<file path="src/rtl/mux_sel_arb_pkg.sv">
// Shared types and constants for the mux_sel_arbiter slice: owner states,
// mux2x1 select encoding and the width of the optional beat counters.
package mux_sel_arb_pkg;

  typedef enum logic [1:0] {IDLE, OWN_A, OWN_B} state_t;

  localparam logic SEL_A  = 1'b0;
  localparam logic SEL_B  = 1'b1;
  localparam int   STAT_W = 16;

endpackage

</file>
<file path="src/rtl/mux2x1.sv">
// Single-bit 2:1 mux; sel=0 passes a, sel=1 passes b.
module mux2x1 (
  input  logic a,
  input  logic b,
  input  logic sel,
  output logic y
);

  assign y = sel ? b : a;

endmodule

</file>
<file path="src/rtl/mux_sel_arbiter.sv">
// Round-robin, burst-limited arbiter for two valid/ready streams feeding a
// registered 2:1 mux stage. Define MUX_SEL_ARBITER_STATS_EN for per-stream beat counters.
module mux_sel_arbiter
  import mux_sel_arb_pkg::*;
#(
  parameter int DATA_W = 1,
  parameter int BURST  = 4
) (
  input  logic              clk,
  input  logic              rst,
  input  logic              in_a_valid,
  output logic              in_a_ready,
  input  logic [DATA_W-1:0] in_a_data,
  input  logic              in_b_valid,
  output logic              in_b_ready,
  input  logic [DATA_W-1:0] in_b_data,
  output logic              out_valid,
  input  logic              out_ready,
  output logic [DATA_W-1:0] out_data,
  output logic              out_sel
`ifdef MUX_SEL_ARBITER_STATS_EN
  ,
  output logic [STAT_W-1:0] stat_a_cnt,
  output logic [STAT_W-1:0] stat_b_cnt
`endif
);

  localparam int                CNT_W   = $clog2(BURST + 1);
  localparam logic [CNT_W-1:0] BURST_C = CNT_W'(BURST);

  state_t              r_state;
  logic [CNT_W-1:0]    r_burst_cnt;
  logic                r_last_owner;
  logic                r_out_valid;
  logic [DATA_W-1:0]   r_out_data;
  logic                r_out_sel;

  logic                w_any;
  logic                w_free;
  logic                w_load;
  logic                w_at_limit;
  logic                w_win;
  state_t              w_win_state;
  logic [DATA_W-1:0]   w_mux_data;

  assign w_any      = in_a_valid | in_b_valid;
  assign w_free     = !r_out_valid | out_ready;
  assign w_load     = !rst & w_free & w_any;
  assign w_at_limit = (r_burst_cnt == BURST_C);

  // The owner keeps the grant until its burst is spent and the other side is waiting.
  always_comb begin
    w_win = SEL_A;
    case (r_state)
      OWN_A:   w_win = (in_a_valid && (!w_at_limit || !in_b_valid)) ? SEL_A : SEL_B;
      OWN_B:   w_win = (in_b_valid && (!w_at_limit || !in_a_valid)) ? SEL_B : SEL_A;
      default: begin
        if (in_a_valid && !in_b_valid)      w_win = SEL_A;
        else if (in_b_valid && !in_a_valid) w_win = SEL_B;
        else                                w_win = !r_last_owner;
      end
    endcase
  end

  assign w_win_state = (w_win == SEL_B) ? OWN_B : OWN_A;
  assign in_a_ready  = w_load & (w_win == SEL_A);
  assign in_b_ready  = w_load & (w_win == SEL_B);

  for (genvar i = 0; i < DATA_W; i++) begin : g_mux
    mux2x1 u_mux (
      .a   (in_a_data[i]),
      .b   (in_b_data[i]),
      .sel (w_win),
      .y   (w_mux_data[i])
    );
  end

  always_ff @(posedge clk) begin
    if (rst) begin
      r_state      <= IDLE;
      r_burst_cnt  <= '0;
      r_last_owner <= SEL_B;
      r_out_valid  <= 1'b0;
      r_out_data   <= '0;
      r_out_sel    <= SEL_A;
    end else if (w_load) begin
      r_out_valid <= 1'b1;
      r_out_data  <= w_mux_data;
      r_out_sel   <= w_win;
      if (r_state == w_win_state) begin
        r_burst_cnt <= w_at_limit ? r_burst_cnt : r_burst_cnt + CNT_W'(1);
      end else begin
        r_burst_cnt  <= CNT_W'(1);
        r_state      <= w_win_state;
        r_last_owner <= w_win;
      end
    end else begin
      if (out_ready) r_out_valid <= 1'b0;
      if (w_free && !w_any) begin
        r_state     <= IDLE;
        r_burst_cnt <= '0;
      end
    end
  end

  assign out_valid = r_out_valid;
  assign out_data  = r_out_data;
  assign out_sel   = r_out_sel;

`ifdef MUX_SEL_ARBITER_STATS_EN
  logic [STAT_W-1:0] r_stat_a;
  logic [STAT_W-1:0] r_stat_b;

  always_ff @(posedge clk) begin
    if (rst) begin
      r_stat_a <= '0;
      r_stat_b <= '0;
    end else begin
      if (in_a_ready && (r_stat_a != '1)) r_stat_a <= r_stat_a + STAT_W'(1);
      if (in_b_ready && (r_stat_b != '1)) r_stat_b <= r_stat_b + STAT_W'(1);
    end
  end

  assign stat_a_cnt = r_stat_a;
  assign stat_b_cnt = r_stat_b;
`endif

endmodule

</file>
<file path="config.mk">
export PLATFORM = sky130hd
export DESIGN_NAME = mux_sel_arbiter
export DESIGN_NICKNAME = d
export VERILOG_FILES = /design/src/rtl/mux_sel_arb_pkg.sv /design/src/rtl/mux2x1.sv /design/src/rtl/mux_sel_arbiter.sv
export SDC_FILE = /design/constraint.sdc
export NUM_CORES = 1
export LEC_CHECK = 0
export BUFFER_PORTS_ARGS = -buffer_cell sky130_fd_sc_hd__buf_2
export CORE_AREA = 8 8 45 47
export CTS_CLUSTER_DIAMETER = 200
export CTS_CLUSTER_SIZE = 16
export DETAILED_ROUTE_END_ITERATION = 10
export DIE_AREA = 0 0 53 55
export HOLD_SLACK_MARGIN = 0.08
export SETUP_SLACK_MARGIN = 0.2
export SLEW_MARGIN = 25
export SYNTH_ARGS = -nofsm -noshare
export SYNTH_HDL_FRONTEND = slang
export SYNTH_SLANG_ARGS = --single-unit
</file>
<file path="constraint.sdc">
create_clock -name clk -period 2.68 [get_ports clk]
set_input_delay 0.536 -clock clk [delete_from_list [all_inputs] [get_ports clk]]
set_output_delay 0.536 -clock clk [all_outputs]
set_load 0.01 [all_outputs]
</file>
# Yosys cells after proc, flatten, opt, wreduce, memory -nomap -nowiden
# Cells that the tools add are included.
# Widths: inputs -> output; s select.
# classes
add_sub_neg	1
mul	0
div	0
order_cmp	0
eq_ne	6
n_shift	0
mux	16
bitwise	8
n_reduce_logical	19
# op_table
op	count
$mux 3	4
$mux 2	4
$logic_not 1->1	7
$mux 1	7
$reduce_and 2->1	3
$logic_and 1x1->1	5
$and 1x1->1	4
$reduce_bool 2->1	2
$add 3x1->3 const B	1
$eq 3x3->1 const B	1
$ne 3x3->1 const B	1
$eq 2x1->1 const B	1
$eq 2x2->1	1
$eq 2x2->1 const B	1
$logic_or 1x1->1	2
$ne 2x2->1 const B	1
$not 1->1	2
$or 1x1->1	2
$pmux 1 s2	1
# totals
regBits	9
latch_bits	0
ramBits	0
rom_bits	0
output_inout_bits	5
wordCells	56
memories	0

# Logic depth before layout (Yosys ltp)
# logic_depth
depth_word	10
mapped_depth	9

# Hierarchy
# A second synthesis with hierarchy kept.
# unflattened
hier_cells	64
area_unflattened_um2	539.3
# modules_own_cells
mod	n_inst	cells_per_inst	area_per_inst_um2	seq_area_each_um2
mux_sel_arbiter	1	63	524.3	180.2
mux2x1	1	1	15.0	0.0

# Least setup slack after synthesis
# OpenSTA, ideal clock, no wires.
# synth_path
path_type	reg2out
startpoint	reg r_state[0]
endpoint	out in_a_ready
arrival_ps	1457
required_ps	2144
path_slack_ps	687
path_stages_with_launch	6
path_cell_list	dfxtp_1 -> inv_1 -> ha_1 -> a31oi_1 -> a32oi_4 -> and2b_2
# synth_between
elab_chain_len	4
word_cells_on_any_way	5
classes_between	eq/ne (2); mux (1); bitwise (2)
# synth_lines
item	line_no	source
from (decl)	mux_sel_arbiter.sv:31	state_t r_state;
from (signal assigned)	mux_sel_arbiter.sv:94	r_state <= w_win_state;
$eq 2x2->1 / $eq 2x1->1 (equally long branches)	mux_sel_arbiter.sv:54	case (r_state)
$pmux 1 s2 *	mux_sel_arbiter.sv:54	
$not 1->1 *	mux_sel_arbiter.sv:66	assign in_a_ready = w_load & (w_win == SEL_A);
$and 1x1->1 *	mux_sel_arbiter.sv:66	
to (decl)	mux_sel_arbiter.sv:12	output logic in_a_ready,
# Every way passes the cells marked *; elsewhere a longest branch is shown, timed or not.

# Final worst setup path
# layout_path
startpoint	reg r_state[1]
endpoint	out in_a_ready
# The elaborated chain is that of the path after synthesis.

==> results.json <==
{
  "tns_ns": 0,
  "status": "finished, final reports clean",
  "vias": 506,
  "routedWlPerCell_um": 11.77,
  "drtIter0Drc": 7,
  "nets": 94,
  "timing.final.crit_share": 0.8920,
  "dieHeight_um": 55,
  "hold_viol": 0,
  "insertion_delay_ns": 0.26,
  "syn_nets": 76,
  "skew_ns": 0.01285,
  "cts_sinks": 9,
  "worstMarginPinSlew_ns": 0.6916,
  "synthCells": 65,
  "synth.distinct_cells": 26,
  "die_x_um": 53,
  "route.detailed.drc": 0,
  "ys_seq_elements": 9,
  "design_area_um2": 695.7,
  "layout_common_cells": "buf_2, inv_1, nand2_1, dfxtp_1, nor2_1",
  "ios": 12,
  "rows": 14,
  "layout_commonest_cell": "buf_2",
  "slew_viol_final": 0,
  "grt_max_degree": 11,
  "tritoncts": "yes",
  "cts_max_level": 1,
  "cts_max_path_buffers": 2,
  "first_global_vias": 491,
  "dpl_cell_area_um2": 626.9,
  "start_util": 0.4042,
  "clk_pin_slew_ns": 0.07,
  "cts_hold_buffers": 0,
  "critPathKind": "register to output pin",
  "portBuffers": 11,
  "p_leak_nw": 0.3002,
  "setup_violations": 0,
  "avgSynthCellArea_um2": 8.604,
  "finalCriticalPeriod_ns": 2.391,
  "vias_per_cell": 5.163,
  "dieArea_mm2": 0.002915,
  "numCtsBuffers": 3,
  "crit_arrival_ns": 1.85,
  "core_mm2": 0.001384,
  "start_kind": "register",
  "antenna_found_initial": 0,
  "fill_cells": 135,
  "clock.fmax_ghz": 0.4183,
  "routed_wl_um": 1153,
  "ant_nets": 0,
  "cts-root-buf": "clkbuf_4",
  "ys_warn_count": 0,
  "synthesis.area_um2": 559.3,
  "dr.pass1.iters": 3,
  "crit_fanout": 5,
  "gr-total-overflow": 0,
  "powerDensity_mw_per_mm2": 510.6,
  "maxSlewHeadroom": 0.5354,
  "peakVddDrop_mv": 0.2387,
  "drive_above_1_share": 0.3415,
  "seq_area_frac_synth": 0.3221,
  "dp_hpwl_um": 925.8,
  "fin_util": 0.5027,
  "grt_pass1_wl_um": 2056,
  "gp_congestion": 0.7461,
  "rsz0062_at_grt": "no",
  "grt_usage": 0.09534,
  "cp.required_ns": 2.14,
  "areaGrowthSynthToFinish_pct": 24.38,
  "maxCapViolCount": 0,
  "hp-class": "register to register",
  "worst_setup_path_end_kind": "output pin",
  "diodes": 0
}
[cell usage after synthesis, drive strengths merged]
master,instances,area share
nor2,5,0.034
or2b,1,0.016
nand2,6,0.040
nor2b,1,0.011
buf,1,0.013
o21ai,3,0.027
o211a,1,0.018
a211oi,1,0.013
maj3,1,0.020
mux2,1,0.020
dfxtp,9,0.32
a311oi,1,0.016
a2bb2oi,1,0.016
ha,4,0.089
inv,7,0.047
nand4,3,0.034
mux2i,3,0.054
a31oi,2,0.022
a32oi,1,0.049
a21o,2,0.029
and2b,1,0.016
a21oi,3,0.027
nor3,3,0.027
nand2b,2,0.022
nand3,2,0.018
[layer usage]
metal,GRT usage,wire length [um],up-vias
met5,0,0,-
met4,0.06466,8,0
met3,0.03743,51,2
met2,0.1504,558,8
met1,0.1041,534,231
li1,-,-,265
[area by class of cell]
| class | count | area [um2] | share of cell area |
|---|---|---|---|
| multi-input cells | 48 | 360.3 | 0.5180 |
| flip-flops and latches | 9 | 183.9 | 0.2644 |
| repair buffers | 14 | 77.57 | 0.1115 |
| inverters | 7 | 26.28 | 0.03777 |
| clock buffers | 3 | 22.52 | 0.03237 |
| well taps | 16 | 20.02 | 0.02878 |
| clock inverters | 1 | 5.005 | 0.007194 |
[logic make-up (layout without fill, tap and decap cells)]
kind of cell,Yosys count,after routing,share of synthesized area
multiplexers,4,4,0.07383
AND/OR/NAND/NOR,24,24,0.2170
buffers and inverters,8,25,0.06042
adder cells (fa/ha/maj),5,5,0.1096
flip-flops,9,9,0.3221
AO/OA/AOI/OAI,15,15,0.2170
[repair_timing]
action	CTS	global route
setup buffers	0	3
resized for setup	1	4
setup endpoints to repair	1	2
pin swaps	0	1
[sequential cells by signal, summed over array words and instances (netlist names)]
signal,flops
out_data,1
out_sel,1
out_valid,1
r_burst_cnt,3
r_last_owner,1
r_state,2
[stage by stage]
stage | power (mW) | cells | hold WS [ns] | setup slack (ns)
after floorplan | 0.2132 | 65 | 0.4512 | 0.6875
after global placement | 0.2357 | 91 | 0.4753 | 0.4324
after detailed placement | 0.2365 | 91 | 0.4735 | 0.4145
after CTS | 0.3420 | 95 | 0.4845 | 0.2073
after global routing | 0.3780 | 98 | 0.5217 | 0.1930
final | 0.3552 | 98 | 0.4829 | 0.2894
[power by group]
group / total, mW / leakage (nW) / internal, mW / switching, mW
Combinational: 0.0990 / 0.207 / 0.0499 / 0.0490
Sequential: 0.153 / 0.0751 / 0.145 / 0.00791
Clock: 0.104 / 0.0177 / 0.0549 / 0.0487
Total: 0.355 / 0.300 / 0.250 / 0.106
[critical path, cell delays in order, from the launching register on]
cell	delay [ns]
dfxtp_2	0.34
inv_1	0.07
ha_1	0.15
or2b_2	0.32
a32oi_4	0.29
and2b_2	0.27
buf_2	0.14
[final timing paths]
check                           from                           to  slack [ns]  depth (start not counted)
max          r_state[1]$_SDFFE_PP0P_                   in_a_ready        0.29                          6
min             out_sel$_SDFFE_PP0P_         out_sel$_SDFFE_PP0P_        0.48                          2
max reg2reg  r_state[1]$_SDFFE_PP0P_  r_burst_cnt[0]$_SDFFE_PP0P_        0.48                          8
min reg2reg     out_sel$_SDFFE_PP0P_         out_sel$_SDFFE_PP0P_        0.48                          2
No activity file was read; power rests on OpenSTA's default activity.
